==> config.mk <==
export PLATFORM = sky130hd
export DESIGN_NAME = issue_stage
export DESIGN_NICKNAME = d
export VERILOG_FILES = /design/src/rtl/issue_stage.sv
export SDC_FILE = /design/constraint.sdc
export NUM_CORES = 1
export LEC_CHECK = 0
export BUFFER_PORTS_ARGS = -buffer_cell sky130_fd_sc_hd__buf_2
export CORE_AREA = 2 2 184 186
export DETAILED_ROUTE_END_ITERATION = 12
export DIE_AREA = 0 0 186 188
export GPL_ROUTABILITY_DRIVEN = 1
export SLEW_MARGIN = 15
export SYNTH_ARGS = -nofsm -noshare
export SYNTH_HDL_FRONTEND = slang
export SYNTH_SLANG_ARGS = --single-unit
==> constraint.sdc <==
create_clock -name clk -period 2.3 [get_ports clk]
set_input_delay 0 -clock clk [delete_from_list [all_inputs] [get_ports clk]]
set_output_delay 0 -clock clk [all_outputs]
set_load 0.01 [all_outputs]
==> src/rtl/issue_stage.sv <==
// rtl/issue_stage.sv - RV32I decode/issue stage with one-entry output register and CDB operand snooping
module issue_stage #(
    parameter int XLEN      = 32,
    parameter int ROB_POS_W = 4,
    parameter int CDB_N     = 2,
    parameter int OPENUM_W  = 6
) (
    input  logic                      clk,
    input  logic                      rst,
    input  logic                      rdy,
    input  logic                      clr,
    input  logic                      in_valid,
    output logic                      in_ready,
    input  logic [31:0]               in_inst,
    input  logic [OPENUM_W-1:0]       in_openum,
    input  logic [XLEN-1:0]           in_pc,
    input  logic                      in_pred_jump,
    input  logic                      in_to_rs,
    input  logic                      in_to_lsb,
    output logic [4:0]                rs1_idx,
    output logic [4:0]                rs2_idx,
    input  logic [XLEN-1:0]           rf_rs1_val,
    input  logic [XLEN-1:0]           rf_rs2_val,
    input  logic [ROB_POS_W-1:0]      rf_rs1_tag,
    input  logic [ROB_POS_W-1:0]      rf_rs2_tag,
    output logic [ROB_POS_W-1:0]      rob_q1_tag,
    output logic [ROB_POS_W-1:0]      rob_q2_tag,
    input  logic                      rob_q1_ready,
    input  logic                      rob_q2_ready,
    input  logic [XLEN-1:0]           rob_q1_val,
    input  logic [XLEN-1:0]           rob_q2_val,
    input  logic [ROB_POS_W-1:0]      rob_next_tag,
    input  logic [CDB_N-1:0]          cdb_valid,
    input  logic [CDB_N*ROB_POS_W-1:0] cdb_tag,
    input  logic [CDB_N*XLEN-1:0]     cdb_val,
    output logic                      out_valid,
    input  logic                      out_ready,
    output logic [OPENUM_W-1:0]       out_openum,
    output logic [4:0]                out_rd,
    output logic [XLEN-1:0]           out_rs1_val,
    output logic [XLEN-1:0]           out_rs2_val,
    output logic [ROB_POS_W-1:0]      out_rs1_tag,
    output logic [ROB_POS_W-1:0]      out_rs2_tag,
    output logic [XLEN-1:0]           out_imm,
    output logic [XLEN-1:0]           out_pc,
    output logic                      out_pred_jump,
    output logic                      out_ready_inst,
    output logic [ROB_POS_W-1:0]      out_rob_tag,
    output logic                      out_to_rs,
    output logic                      out_to_lsb
);
    localparam logic [6:0] OP_R      = 7'b0110011;
    localparam logic [6:0] OP_IALU   = 7'b0010011;
    localparam logic [6:0] OP_LOAD   = 7'b0000011;
    localparam logic [6:0] OP_JALR   = 7'b1100111;
    localparam logic [6:0] OP_STORE  = 7'b0100011;
    localparam logic [6:0] OP_BRANCH = 7'b1100011;
    localparam logic [6:0] OP_JAL    = 7'b1101111;
    localparam logic [6:0] OP_LUI    = 7'b0110111;
    localparam logic [6:0] OP_AUIPC  = 7'b0010111;

    logic                 full;
    logic [XLEN-1:0]      r_rs1_val, r_rs2_val;
    logic [ROB_POS_W-1:0] r_rs1_tag, r_rs2_tag;
    logic                 accept, issue;
    logic                 unused_funct3;

    // Returns {hit, value}; iterating downward makes the lowest matching port win.
    function automatic logic [XLEN:0] cdb_find(
        input logic [ROB_POS_W-1:0]       tag,
        input logic [CDB_N-1:0]           v,
        input logic [CDB_N*ROB_POS_W-1:0] t,
        input logic [CDB_N*XLEN-1:0]      d
    );
        logic [XLEN:0] r;
        r = '0;
        for (int i = CDB_N - 1; i >= 0; i--) begin
            if (v[i] && tag != '0 && t[i*ROB_POS_W +: ROB_POS_W] == tag)
                r = {1'b1, d[i*XLEN +: XLEN]};
        end
        return r;
    endfunction

    logic [XLEN:0] acc1, acc2, snp1, snp2;
    assign acc1 = cdb_find(rf_rs1_tag, cdb_valid, cdb_tag, cdb_val);
    assign acc2 = cdb_find(rf_rs2_tag, cdb_valid, cdb_tag, cdb_val);
    assign snp1 = cdb_find(r_rs1_tag, cdb_valid, cdb_tag, cdb_val);
    assign snp2 = cdb_find(r_rs2_tag, cdb_valid, cdb_tag, cdb_val);

    assign rs1_idx       = in_inst[19:15];
    assign rs2_idx       = in_inst[24:20];
    assign rob_q1_tag    = rf_rs1_tag;
    assign rob_q2_tag    = rf_rs2_tag;
    assign unused_funct3 = ^in_inst[14:12];

    assign in_ready = rdy & ~clr & ~rst & (~full | out_ready);
    assign accept   = in_valid & in_ready;
    assign issue    = full & out_ready & rdy;

    logic [XLEN-1:0]      res1_val, res2_val, d_imm, d_rs1_val, d_rs2_val;
    logic [ROB_POS_W-1:0] res1_tag, res2_tag, d_rs1_tag, d_rs2_tag;
    logic [4:0]           d_rd;
    logic                 d_ready_inst, use1, use2;

    always_comb begin
        res1_val = '0;
        res1_tag = '0;
        res2_val = '0;
        res2_tag = '0;
        if (rf_rs1_tag == '0)  res1_val = rf_rs1_val;
        else if (rob_q1_ready) res1_val = rob_q1_val;
        else if (acc1[XLEN])   res1_val = acc1[XLEN-1:0];
        else                   res1_tag = rf_rs1_tag;
        if (rf_rs2_tag == '0)  res2_val = rf_rs2_val;
        else if (rob_q2_ready) res2_val = rob_q2_val;
        else if (acc2[XLEN])   res2_val = acc2[XLEN-1:0];
        else                   res2_tag = rf_rs2_tag;
    end

    always_comb begin
        d_rd         = in_inst[11:7];
        d_imm        = '0;
        d_ready_inst = 1'b0;
        use1         = 1'b1;
        use2         = 1'b1;
        case (in_inst[6:0])
            OP_R: ;
            OP_IALU, OP_LOAD, OP_JALR: begin
                use2  = 1'b0;
                d_imm = {{(XLEN-12){in_inst[31]}}, in_inst[31:20]};
            end
            OP_STORE: begin
                d_rd         = '0;
                d_ready_inst = 1'b1;
                d_imm        = {{(XLEN-12){in_inst[31]}}, in_inst[31:25], in_inst[11:7]};
            end
            OP_BRANCH: begin
                d_rd  = '0;
                d_imm = {{(XLEN-12){in_inst[31]}}, in_inst[7], in_inst[30:25], in_inst[11:8], 1'b0};
            end
            OP_JAL: begin
                use1  = 1'b0;
                use2  = 1'b0;
                d_imm = {{(XLEN-20){in_inst[31]}}, in_inst[19:12], in_inst[20], in_inst[30:21], 1'b0};
            end
            OP_LUI, OP_AUIPC: begin
                use1  = 1'b0;
                use2  = 1'b0;
                d_imm = {{(XLEN-31){in_inst[31]}}, in_inst[30:12], 12'b0};
            end
            default: ;
        endcase
        d_rs1_val = use1 ? res1_val : '0;
        d_rs1_tag = use1 ? res1_tag : '0;
        d_rs2_val = use2 ? res2_val : '0;
        d_rs2_tag = use2 ? res2_tag : '0;
    end

    always_ff @(posedge clk) begin
        if (rst) begin
            full           <= 1'b0;
            out_openum     <= '0;
            out_rd         <= '0;
            r_rs1_val      <= '0;
            r_rs2_val      <= '0;
            r_rs1_tag      <= '0;
            r_rs2_tag      <= '0;
            out_imm        <= '0;
            out_pc         <= '0;
            out_pred_jump  <= 1'b0;
            out_ready_inst <= 1'b0;
            out_rob_tag    <= '0;
            out_to_rs      <= 1'b0;
            out_to_lsb     <= 1'b0;
        end else if (rdy) begin
            if (clr) begin
                full <= 1'b0;
            end else if (accept) begin
                full           <= 1'b1;
                out_openum     <= in_openum;
                out_rd         <= d_rd;
                r_rs1_val      <= d_rs1_val;
                r_rs2_val      <= d_rs2_val;
                r_rs1_tag      <= d_rs1_tag;
                r_rs2_tag      <= d_rs2_tag;
                out_imm        <= d_imm;
                out_pc         <= in_pc;
                out_pred_jump  <= in_pred_jump;
                out_ready_inst <= d_ready_inst;
                out_rob_tag    <= rob_next_tag;
                out_to_rs      <= in_to_rs;
                out_to_lsb     <= in_to_lsb;
            end else begin
                if (issue)
                    full <= 1'b0;
                if (full && snp1[XLEN]) begin
                    r_rs1_val <= snp1[XLEN-1:0];
                    r_rs1_tag <= '0;
                end
                if (full && snp2[XLEN]) begin
                    r_rs2_val <= snp2[XLEN-1:0];
                    r_rs2_tag <= '0;
                end
            end
        end
    end

    // Same-cycle broadcast overlays the held operands so an issuing bundle never misses it.
    assign out_valid   = full;
    assign out_rs1_val = (rdy && snp1[XLEN]) ? snp1[XLEN-1:0] : r_rs1_val;
    assign out_rs1_tag = (rdy && snp1[XLEN]) ? '0 : r_rs1_tag;
    assign out_rs2_val = (rdy && snp2[XLEN]) ? snp2[XLEN-1:0] : r_rs2_val;
    assign out_rs2_tag = (rdy && snp2[XLEN]) ? '0 : r_rs2_tag;
endmodule

==> metrics.csv, run 1 <==
metric,value,unit
total track usage,27.3,%
Hold Fails Final Rpt,0,
Placed Instances,2127,
clk_lat worst skew,0.43,ns
first-pass GRT wire length,74000,µm
Sum Neg Setup Slack,-5.40,ns
CP arrival,2.51,ns
Final min period,2.51,ns
clock tree sinks,156,
DR vias,13000,
final setup fails,46,
root buf cell,clkbuf_16,
max incr delay on CP,0.38,ns
crit path max fanout,10,
NetSw,0.00211,W
Worst VDD drop,0.435,mV
Worst path top cell family by delay,multiplexers,
final non-filler cell total,2340,
CP endpoint kind,output port,
wire per inst,21.6,µm
Buffers & Inverters on Critical Path,3,
crit path launch type,flop,
Post-Syn Area per Cell,8.00,µm²
layout cells sized above 1,41.8,%
Critical Path RT,2.30,ns
slowest CP cell,dfxtp_4,
initial core utilization,31.4,%
Synth top cells by count,"nand2_1 (181), nor2_1 (170), dfxtp_1 (156)",
leakage,6.98,nW
"area leader, netlist",dfxtp_1,
Final nets,2169,
WL final,50400,µm
Clock Path Buffers,2,
Port Buffer Count,469,
violated checks,negative setup slack,
worst relative slew slack,31.1,%
total CTS buffers,17,
syn nets,1593,
clk slew on worst S/H paths,0.07,ns
DR DRC count,0,
"Async S/R FF share, synth",0,%
status,finished with violations,
Cells after Synth,1298,
Area contributors post-synth,"dfxtp_1 (30%), nand2_1 (6.5%), nor2_1 (6.1%)",
number of global-route vias before repair,12900,
initial antenna violation count,9,
max cap viols,0,
Worst Skew,0.0104,ns
part of the power in registers,37.6,%
worst hold path class,in2reg,
synth unique cells,60,
Overflow after GRT,0,
Chip Height,188,µm
Syn-to-layout area delta,59.3,%
number of enable flip-flop cells after synthesis,0,
met1 usage,31.4,%
Main synth FF type,dfxtp_1,
Max H-tree Level,4,
Pint,0.00533,W
register area share after synthesis,30.1,%
CTS tree,yes,
Die ar.,35000,µm²
Logic pwr share,19.5,%
max-slew violations,0,
routing usage on met2,47.2,%
gpl congestion,0.861,
Core ar.,33100,µm²
RSZ-0062 raised after global routing,true,
CP Cell Sequence,"nor3_1, or3_4, a21oi_4, buf_12, buf_12, mux2_2, mux2_2, buf_2",
# IOs,470,
Power Density,450,nW/µm²
WHS,0.0239,ns
Crit Path Category,reg2out,
#FFs+latches synth,156,
largest net degree at the start of global routing,74,
Starting DRT DRC Count,829,
Die X,186,µm
GR peak layer,met2,
Clock power frac,42.9,%
Mapped Area,10400,µm²
Net Sw Frac,28.3,%
worst slew pin tran,1.03,ns
setup ws final,-0.208,ns
DR vias/cell,5.54,
Fmax achieved,0.399,GHz
Post-DRT Antenna Nets,0,
num rows,67,
Synth Warn #,0,
drt first pass iters,5,
GRT met3 Usage,6.37,%
post-detail-place hpwl,32900,µm
top-area cell type share of the netlist area,30.1,%
Final period util,109,%
Worst R2R Setup Slack,0.10,ns
most common cell in the netlist,nand2_1,
## stage by stage
| stage | power (W) | setup WS (ns) | cell area (µm²) | utilization, % |
|---|---|---|---|---|
| floorplan | 0.00342 | 0.291 | 10400 | - |
| global placement | 0.00400 | 0.134 | 13300 | 40.0 |
| detailed placement | 0.00401 | 0.0769 | 13300 | 40.0 |
| CTS | 0.00742 | -0.219 | 15800 | 47.8 |
| global route | 0.00769 | -0.323 | 16500 | 50.0 |
| finish | 0.00744 | -0.208 | 16500 | 50.0 |
## power by group through the flow
stage	Clock [W]	Sequential (W)	Combinational (W)
after floorplan	0	0.00286	0.000563
after global placement	0	0.00285	0.00115
after detailed placement	0	0.00286	0.00116
after CTS	0.00326	0.00279	0.00138
after global routing	0.00334	0.00280	0.00155
final	0.00319	0.00280	0.00145
## layout by cell type, fill, tap and decap left out, drive strengths merged, types with 3 or more instances in the layout
cell / instances
buf: 549
nand2: 181
nor2: 170
dfxtp: 156
dlygate4sd3: 142
a21oi: 75
a221oi: 70
mux2: 60
o21ai: 53
a22oi: 44
inv: 41
nand3b: 37
mux2i: 34
a21o: 32
a311oi: 32
a211o: 32
a221o: 29
clkbuf: 25
xnor2: 25
nor3: 13
a2bb2oi: 11
and2: 11
nand4: 8
or3: 8
diode: 5
a32oi: 4
bufinv: 4
nand3: 4
nand2b: 4
a31oi: 3
and3b: 3
nor4: 3
## area by class of cell
cell class	count	area [µm²]
Timing Repair Buffer	697	5010
Tap cell	448	561
Antenna cell	5	12.5
Sequential cell	156	3140
Clock buffer	19	433
Fill cell	3127	16600
Inverter	34	128
Multi-Input combinational cell	968	7060
Clock inverter	13	205
## layer usage
metal	up-vias	share of wire [%]
met2	742	49
met5	-	0.12
met3	137	8.8
li1	5908	-
met1	6163	38
met4	8	4.1
## worst reg2reg max path, stage by stage, from the launching register on
cell	delay (ns)
dfxtp_1	0.35
nor2b_2	0.19
nor3_4	0.31
buf_4	0.42
nand2_1	0.17
a21oi_1	0.16
dlygate4sd3_1	0.56
## worst paths after layout
check	startpoint	endpoint	depth (start not counted)
setup / recovery	r_rs2_tag[3]$_SDFFE_PP0P_	out_rs2_val[0]	8
hold / removal	in_inst[3]	out_imm[11]$_SDFFE_PP0P_	4
setup reg to reg	out_valid$_SDFFE_PP0P_	out_rob_tag[2]$_SDFFE_PP0P_	6
hold reg to reg	out_pc[7]$_SDFFE_PP0P_	out_pc[7]$_SDFFE_PP0P_	2
## flip-flops by register name, summed over array words and instances (netlist names)
name and cells:
out_imm 32, out_pc 32, r_rs1_val 32, r_rs2_val 32
out_openum 6, out_rd 5, out_rob_tag 4, r_rs1_tag 4
r_rs2_tag 4, out_pred_jump 1, out_ready_inst 1, out_to_lsb 1
out_to_rs 1, out_valid 1
## cell families (layout without fill, tap and decap cells)
group,count (synthesis),count (layout),share of synthesized area (%)
simple gates,452,452,19.6
compound gates,396,396,30.3
buf+inv,174,763,8.07
flops,156,156,30.1
mux,94,94,9.78
xor+xnor,26,26,2.19
other cells,0,5,0
## repair_timing
action | 4_1_cts | 5_1_grt
hold buffers | 142 | 0
hold endpoints to repair | 153 | 0
pin swaps | 8 | 27
endpoints found under the setup margin | 72 | 97
gates resized for setup | 89 | 125
gates cloned | 3 | 7
setup buffers | 15 | 12
Power figures use the tool's default switching activity.
==> run 2, diff against run 1 <==
--- a/config.mk
+++ b/config.mk
@@ -6,11 +6,11 @@
 export NUM_CORES = 1
 export LEC_CHECK = 0
 export BUFFER_PORTS_ARGS = -buffer_cell sky130_fd_sc_hd__buf_2
-export CORE_AREA = 2 2 184 186
+export CORE_AREA = 2 2 181 183
 export DETAILED_ROUTE_END_ITERATION = 12
-export DIE_AREA = 0 0 186 188
+export DIE_AREA = 0 0 183 185
 export GPL_ROUTABILITY_DRIVEN = 1
-export SLEW_MARGIN = 15
+export SLEW_MARGIN = 0
 export SYNTH_ARGS = -nofsm -noshare
 export SYNTH_HDL_FRONTEND = slang
 export SYNTH_SLANG_ARGS = --single-unit
==> constraint.sdc (replaced) <==
create_clock -name clk -period 2.95 [get_ports clk]
set_input_delay 0 -clock clk [delete_from_list [all_inputs] [get_ports clk]]
set_output_delay 0 -clock clk [all_outputs]
set_load 0.01 [all_outputs]
==> metrics.csv, run 2 (synthesis results as in run 1) <==
metric,value,unit,change
status,completed,,
WL final,48600,µm,-3.6%
Die ar.,33900,µm²,-3.2%
Pint,0.00391,W,-27%
Critical Path RT,2.95,ns,+0.65 ns
Final min period,2.76,ns,
Core ar.,32000,µm²,-3.2%
initial antenna violation count,8,,-1
Clock power frac,41.7,%,-1.2 points
CP endpoint kind,output port,,
initial core utilization,32.4,%,+1.0 points
Power Density,367,nW/µm²,-18%
slowest CP cell,dfxtp_1,,
layout cells sized above 1,35.1,%,-6.7 points
Worst VDD drop,0.342,mV,-21%
leakage,6.40,nW,-8.4%
root buf cell,clkbuf_16,,
Fillers,3162,,+1.1%
Net Sw Frac,29.6,%,+1.2 points
clk slew on worst S/H paths,0.07,ns,about the same
Syn-to-layout area delta,45.8,%,
Clock Path Buffers,2,,unchanged
DR vias/cell,5.55,,+0.31%
Sum Neg Setup Slack,0,ns,+5.40 ns
Post-DRT Antenna Nets,0,,unchanged
Post CTS Setup Buffer Count,0,,-15
gpl congestion,0.906,,+5.3%
Worst path top cell family by delay,multiplexers,,
Crit path top cell by count,mux2_2,,
Hold Fails Final Rpt,0,,unchanged
worst slew pin tran,1.00,ns,-0.0230 ns
Buffers & Inverters on Critical Path,2,,-1
"commonest non-fill, non-tap cell in the layout",buf_2,,
# IOs,470,,unchanged
clk_lat worst skew,0.44,ns,about the same
part of the power in registers,39.2,%,+1.6 points
max incr delay on CP,0.45,ns,+0.07 ns
total CTS buffers,17,,unchanged
Port Buffer Count,469,,unchanged
drt first pass iters,5,,unchanged
RSZ-0062 raised after global routing,false,,
num rows,66,,-1.5%
Starting DRT DRC Count,870,,+4.9%
Crit Path Category,reg2out,,
Worst Skew,0.00901,ns,-0.00144 ns
post-detail-place hpwl,32700,µm,-0.66%
WHS,0.0211,ns,-0.00287 ns
NetSw,0.00164,W,-22%
clock tree sinks,156,,unchanged
number of global-route vias before repair,12400,,-4.1%
crit path max fanout,26,,+16
final non-filler cell total,2264,,-3.2%
Overflow after GRT,0,,unchanged
largest net degree at the start of global routing,88,,+19%
crit path launch type,flop,,
final setup fails,0,,-100%
DR vias,12600,,-2.9%
Die X,183,µm,-1.6%
Chip Height,185,µm,-1.6%
wire per inst,21.5,µm,-0.37%
CP arrival,2.76,ns,+0.25 ns
DR DRC count,0,,unchanged
max cap viols,0,,unchanged
Final period util,93.6,%,
total track usage,27.4,%,+0.061 points
most frequent cells in the layout,"buf_2 (468), nand2_1 (181), nor2_1 (168)",,
CP Cell Sequence,"nor3_1, or3_4, a21oi_4, buf_12, mux2_2, mux2_2, buf_2",,
CTS tree,yes,,
first-pass GRT wire length,71400,µm,-3.5%
max-slew violations,0,,unchanged
Final nets,2130,,-1.8%
Fmax achieved,0.362,GHz,
Max H-tree Level,4,,unchanged
worst relative slew slack,33.1,%,+1.9 points
worst hold path class,in2reg,,
Logic pwr share,19.1,%,-0.4 points
Placed Instances,2070,,-2.7%
run 2: cell count changes in the layout (fill, tap and decap cells not counted), sizes merged:
cell         previous run  this run
clkinv                  1         3
clkbuf                 25        19
diode                   5         8
inv                    41        42
buf                   549       504
dlygate4sd3           142       154
bufinv                  4         1
run 2: routing by layer:
layer | wire length, µm | vias to the layer above | GRT usage (%) | part of all wire [%]
met5 | 41 | - | 0 | 0.084
met4 | 1660 | 6 | 11.3 | 3.4
met3 | 4050 | 101 | 7.16 | 8.3
met2 | 23700 | 671 | 48.2 | 49
met1 | 19200 | 5994 | 31.5 | 39
li1 | - | 5804 | - | -
run 2: final cells by class:
type / instances / area [µm²] / area share, %
multi-input cells: 968 / 6510 / 43.0
repair buffers: 658 / 4250 / 28.1
flip-flops and latches: 156 / 3120 / 20.6
well taps: 408 / 510 / 3.37
clock buffers: 19 / 453 / 2.99
clock inverters: 13 / 146 / 0.967
inverters: 34 / 128 / 0.843
diodes: 8 / 20.0 / 0.132
run 2: power by group through the flow:
stage	logic [W]	registers, W	clock network [W]
after floorplan	0.000439	0.00223	0
after global placement	0.000883	0.00222	0
after detailed placement	0.000892	0.00223	0
after CTS	0.00104	0.00218	0.00236
after global routing	0.00113	0.00218	0.00244
final	0.00106	0.00218	0.00232
run 2: repair_timing:
item	CTS	global route
gates resized for setup	0	1
hold buffers	153	1
setup endpoints to repair	0	3
endpoints found under the hold margin	153	1
run 2: per-stage QoR:
stage	worst slack, ns	power [W]	util [%]	cell area (µm²)
floorplan	0.941	0.00267	-	10400
CTS	0.125	0.00558	47.2	15100
detailed placement	0.513	0.00312	40.5	13000
global placement	0.571	0.00311	40.5	13000
global route	0.0383	0.00576	47.2	15100
finish	0.190	0.00555	47.3	15100
run 2: worst min-delay path: cells and delay by family:
kind,cells,cell delay [ns]
compound gates,1,0.08
buf+inv,1,0.10
simple gates,2,0.24
run 2: final timing paths:
path / from / end / slack (ns) / cells after the start
worst min register to register: out_openum[1]$_SDFFE_PP0P_ / out_openum[1]$_SDFFE_PP0P_ / 0.45 / 2
worst min-delay path: rf_rs2_val[14] / r_rs2_val[14]$_SDFFE_PP0P_ / 0.02 / 4
worst max register to register: out_valid$_SDFFE_PP0P_ / out_imm[7]$_SDFFE_PP0P_ / 0.21 / 8
worst max-delay path: r_rs2_tag[3]$_SDFFE_PP0P_ / out_rs2_val[0] / 0.19 / 7
==> run 3, diff against run 2 <==
--- a/config.mk
+++ b/config.mk
@@ -6,9 +6,9 @@
 export NUM_CORES = 1
 export LEC_CHECK = 0
 export BUFFER_PORTS_ARGS = -buffer_cell sky130_fd_sc_hd__buf_2
-export CORE_AREA = 2 2 181 183
+export CORE_AREA = 2 2 185 187
 export DETAILED_ROUTE_END_ITERATION = 12
-export DIE_AREA = 0 0 183 185
+export DIE_AREA = 0 0 187 189
 export GPL_ROUTABILITY_DRIVEN = 1
 export SLEW_MARGIN = 0
 export SYNTH_ARGS = -nofsm -noshare
==> metrics.csv, run 3 (synthesis results as in run 1) <==
metric,value,unit,change
final setup fails,0,,unchanged
Post CTS Setup Buffer Count,0,,unchanged
largest net degree at the start of global routing,88,,unchanged
initial core utilization,31.2,%,-1.2 points
Seq. cell area,3120,µm²,unchanged
initial antenna violation count,5,,-3
Overflow after GRT,0,,unchanged
worst hold path class,in2reg,,
# IOs,470,,unchanged
Chip Height,189,µm,+2.2%
hold depth,4,,unchanged
Fmax achieved,0.357,GHz,-1.4%
crit path launch type,flop,,
Critical Path RT,3.35,ns,+0.40 ns
Crit Path Category,reg2reg,,
drt first pass iters,7,,+2
number of global-route vias before repair,12600,,+1.5%
max incr delay on CP,0.58,ns,+0.13 ns
gpl congestion,0.893,,-1.5%
leakage,6.37,nW,-0.45%
num rows,67,,+1.5%
Fillers,3298,,+4.3%
status,completed,,
Worst VDD drop,0.382,mV,+12%
slowest CP cell,dlygate4sd3_1,,
first-pass GRT wire length,74400,µm,+4.1%
WHS,0.00842,ns,-0.0126 ns
Die X,187,µm,+2.2%
DR vias/cell,5.45,,-1.9%
crit path max fanout,63,,+140%
Placed Area,13000,µm²,+0.12%
Worst Skew,0.0138,ns,+0.00481 ns
most frequent cells in the layout,"buf_2 (468), nand2_1 (181), nor2_1 (168)",,
CTS tree,yes,,
DR DRC count,0,,unchanged
Hold Fails Final Rpt,0,,unchanged
design area,15200,µm²,+0.16%
wire per inst,21.4,µm,-0.53%
FF-to-FF path depth,9,,+1
Port Buffer Count,469,,unchanged
Power Density,371,nW/µm²,+1.1%
Post-DRT Antenna Nets,0,,unchanged
Max H-tree Level,4,,unchanged
post-detail-place hpwl,33700,µm,+3.0%
root buf cell,clkbuf_16,,
DR vias,12500,,-0.29%
Final nets,2132,,+0.094%
layout cells sized above 1,35.1,%,+0.070 points
max-slew violations,0,,unchanged
Starting DRT DRC Count,807,,-7.2%
total track usage,27.2,%,-0.21 points
Syn-to-layout area delta,46.1,%,
worst slew pin tran,1.08,ns,+0.0737 ns
worst slack at placement,0.442,ns,-0.0711 ns
clk_lat worst skew,0.45,ns,about the same
clock tree sinks,156,,unchanged
RSZ-0062 raised after global routing,true,,
RR Startpoint,r_rs2_tag[3]$_SDFFE_PP0P_,,
CP Cell Sequence,"nor3_1, or3_4, a21oi_4, buf_4, a211o_2, buf_12, nor2_1, a311oi_1, dlygate4sd3_1",,
max cap viols,0,,unchanged
WL final,49200,µm,+1.1%
Clock Path Buffers,2,,unchanged
Final period util,94.9,%,+1.3 points
CP arrival,3.20,ns,+0.44 ns
Core ar.,33300,µm²,+3.9%
clk slew on worst S/H paths,0.08,ns,about the same
min-delay src,rf_rs1_val[4],,
Multi-input gate area,6510,µm²,unchanged
"commonest non-fill, non-tap cell in the layout",buf_2,,
FF-to-FF End,r_rs2_val[30]$_SDFFE_PP0P_,,
Worst R2R Setup Slack,0.15,ns,-0.06 ns
total CTS buffers,17,,unchanged
Die ar.,35300,µm²,+4.4%
Final min period,2.80,ns,+0.0391 ns
worst relative slew slack,28.1,%,-4.9 points
setup ws final,0.151,ns,-0.0391 ns
worst hold path endpoint,r_rs1_val[4]$_SDFFE_PP0P_,,
CP endpoint kind,flop,,
run 3: metal layers:
metal | up-vias | share of wire [%] | track usage [%]
met1 | 6005 | 41 | 32.8
li1 | 5814 | - | -
met3 | 91 | 7.3 | 5.82
met4 | 2 | 3.1 | 11.0
met5 | - | 0.026 | 0
met2 | 627 | 49 | 47.0
run 3: how the worst max path moves through the flow:
stage | startpoint | end | slack [ns] | cells past startpoint
floorplan | r_rs2_tag[3]$_SDFFE_PP0P_ | r_rs2_val[10]$_SDFFE_PP0P_ | 0.94 | 7
global placement | r_rs1_tag[3]$_SDFFE_PP0P_ | r_rs1_val[4]$_SDFFE_PP0P_ | 0.46 | 7
detailed placement | r_rs1_tag[3]$_SDFFE_PP0P_ | r_rs1_val[4]$_SDFFE_PP0P_ | 0.44 | 7
CTS | r_rs1_tag[0]$_SDFFE_PP0P_ | out_rs1_val[3] | 0.08 | 7
global route | r_rs2_tag[1]$_SDFFE_PP0P_ | r_rs2_val[30]$_SDFFE_PP0P_ | -0.01 | 9
finish | r_rs2_tag[3]$_SDFFE_PP0P_ | r_rs2_val[30]$_SDFFE_PP0P_ | 0.15 | 9
run 3: final cells by class:
cell class | instances | share of cell area, %
repair buffers | 660 | 27.9
diodes | 4 | 0.0660
clock inverters | 13 | 1.01
flip-flops and latches | 156 | 20.6
well taps | 448 | 3.70
inverters | 34 | 0.841
clock buffers | 19 | 2.99
multi-input cells | 968 | 42.9
run 3: critical path, delay by kind of cell, from the launching register on:
family                 cells  cell delay [ns]
AOI/OAI and AO/OA          3             0.60
buffers and inverters      3             1.16
DFF                        1             0.45
and+or+nand+nor            3             0.51
run 3: where the power goes:
| part | internal [W] | switching, W |
|---|---|---|
| combinational | 0.000511 | 0.000553 |
| sequential | 0.00215 | 0.0000252 |
| clock | 0.00131 | 0.00107 |
run 3: timing repair:
| action | in CTS | in global routing |
|---|---|---|
| endpoints found under the hold margin | 155 | 0 |
| resized for setup | 0 | 4 |
| hold buffers | 154 | 0 |
| setup endpoints to repair | 0 | 2 |
run 3: stage by stage:
step	util (%)	cells	total power, W	TNS [ns]
after floorplan	-	1298	0.00267	0
after global placement	39.0	2112	0.00312	0
after detailed placement	39.0	2112	0.00312	0
after CTS	45.5	2298	0.00565	0
after global routing	45.6	2301	0.00584	-0.0144
final	45.6	2302	0.00562	0
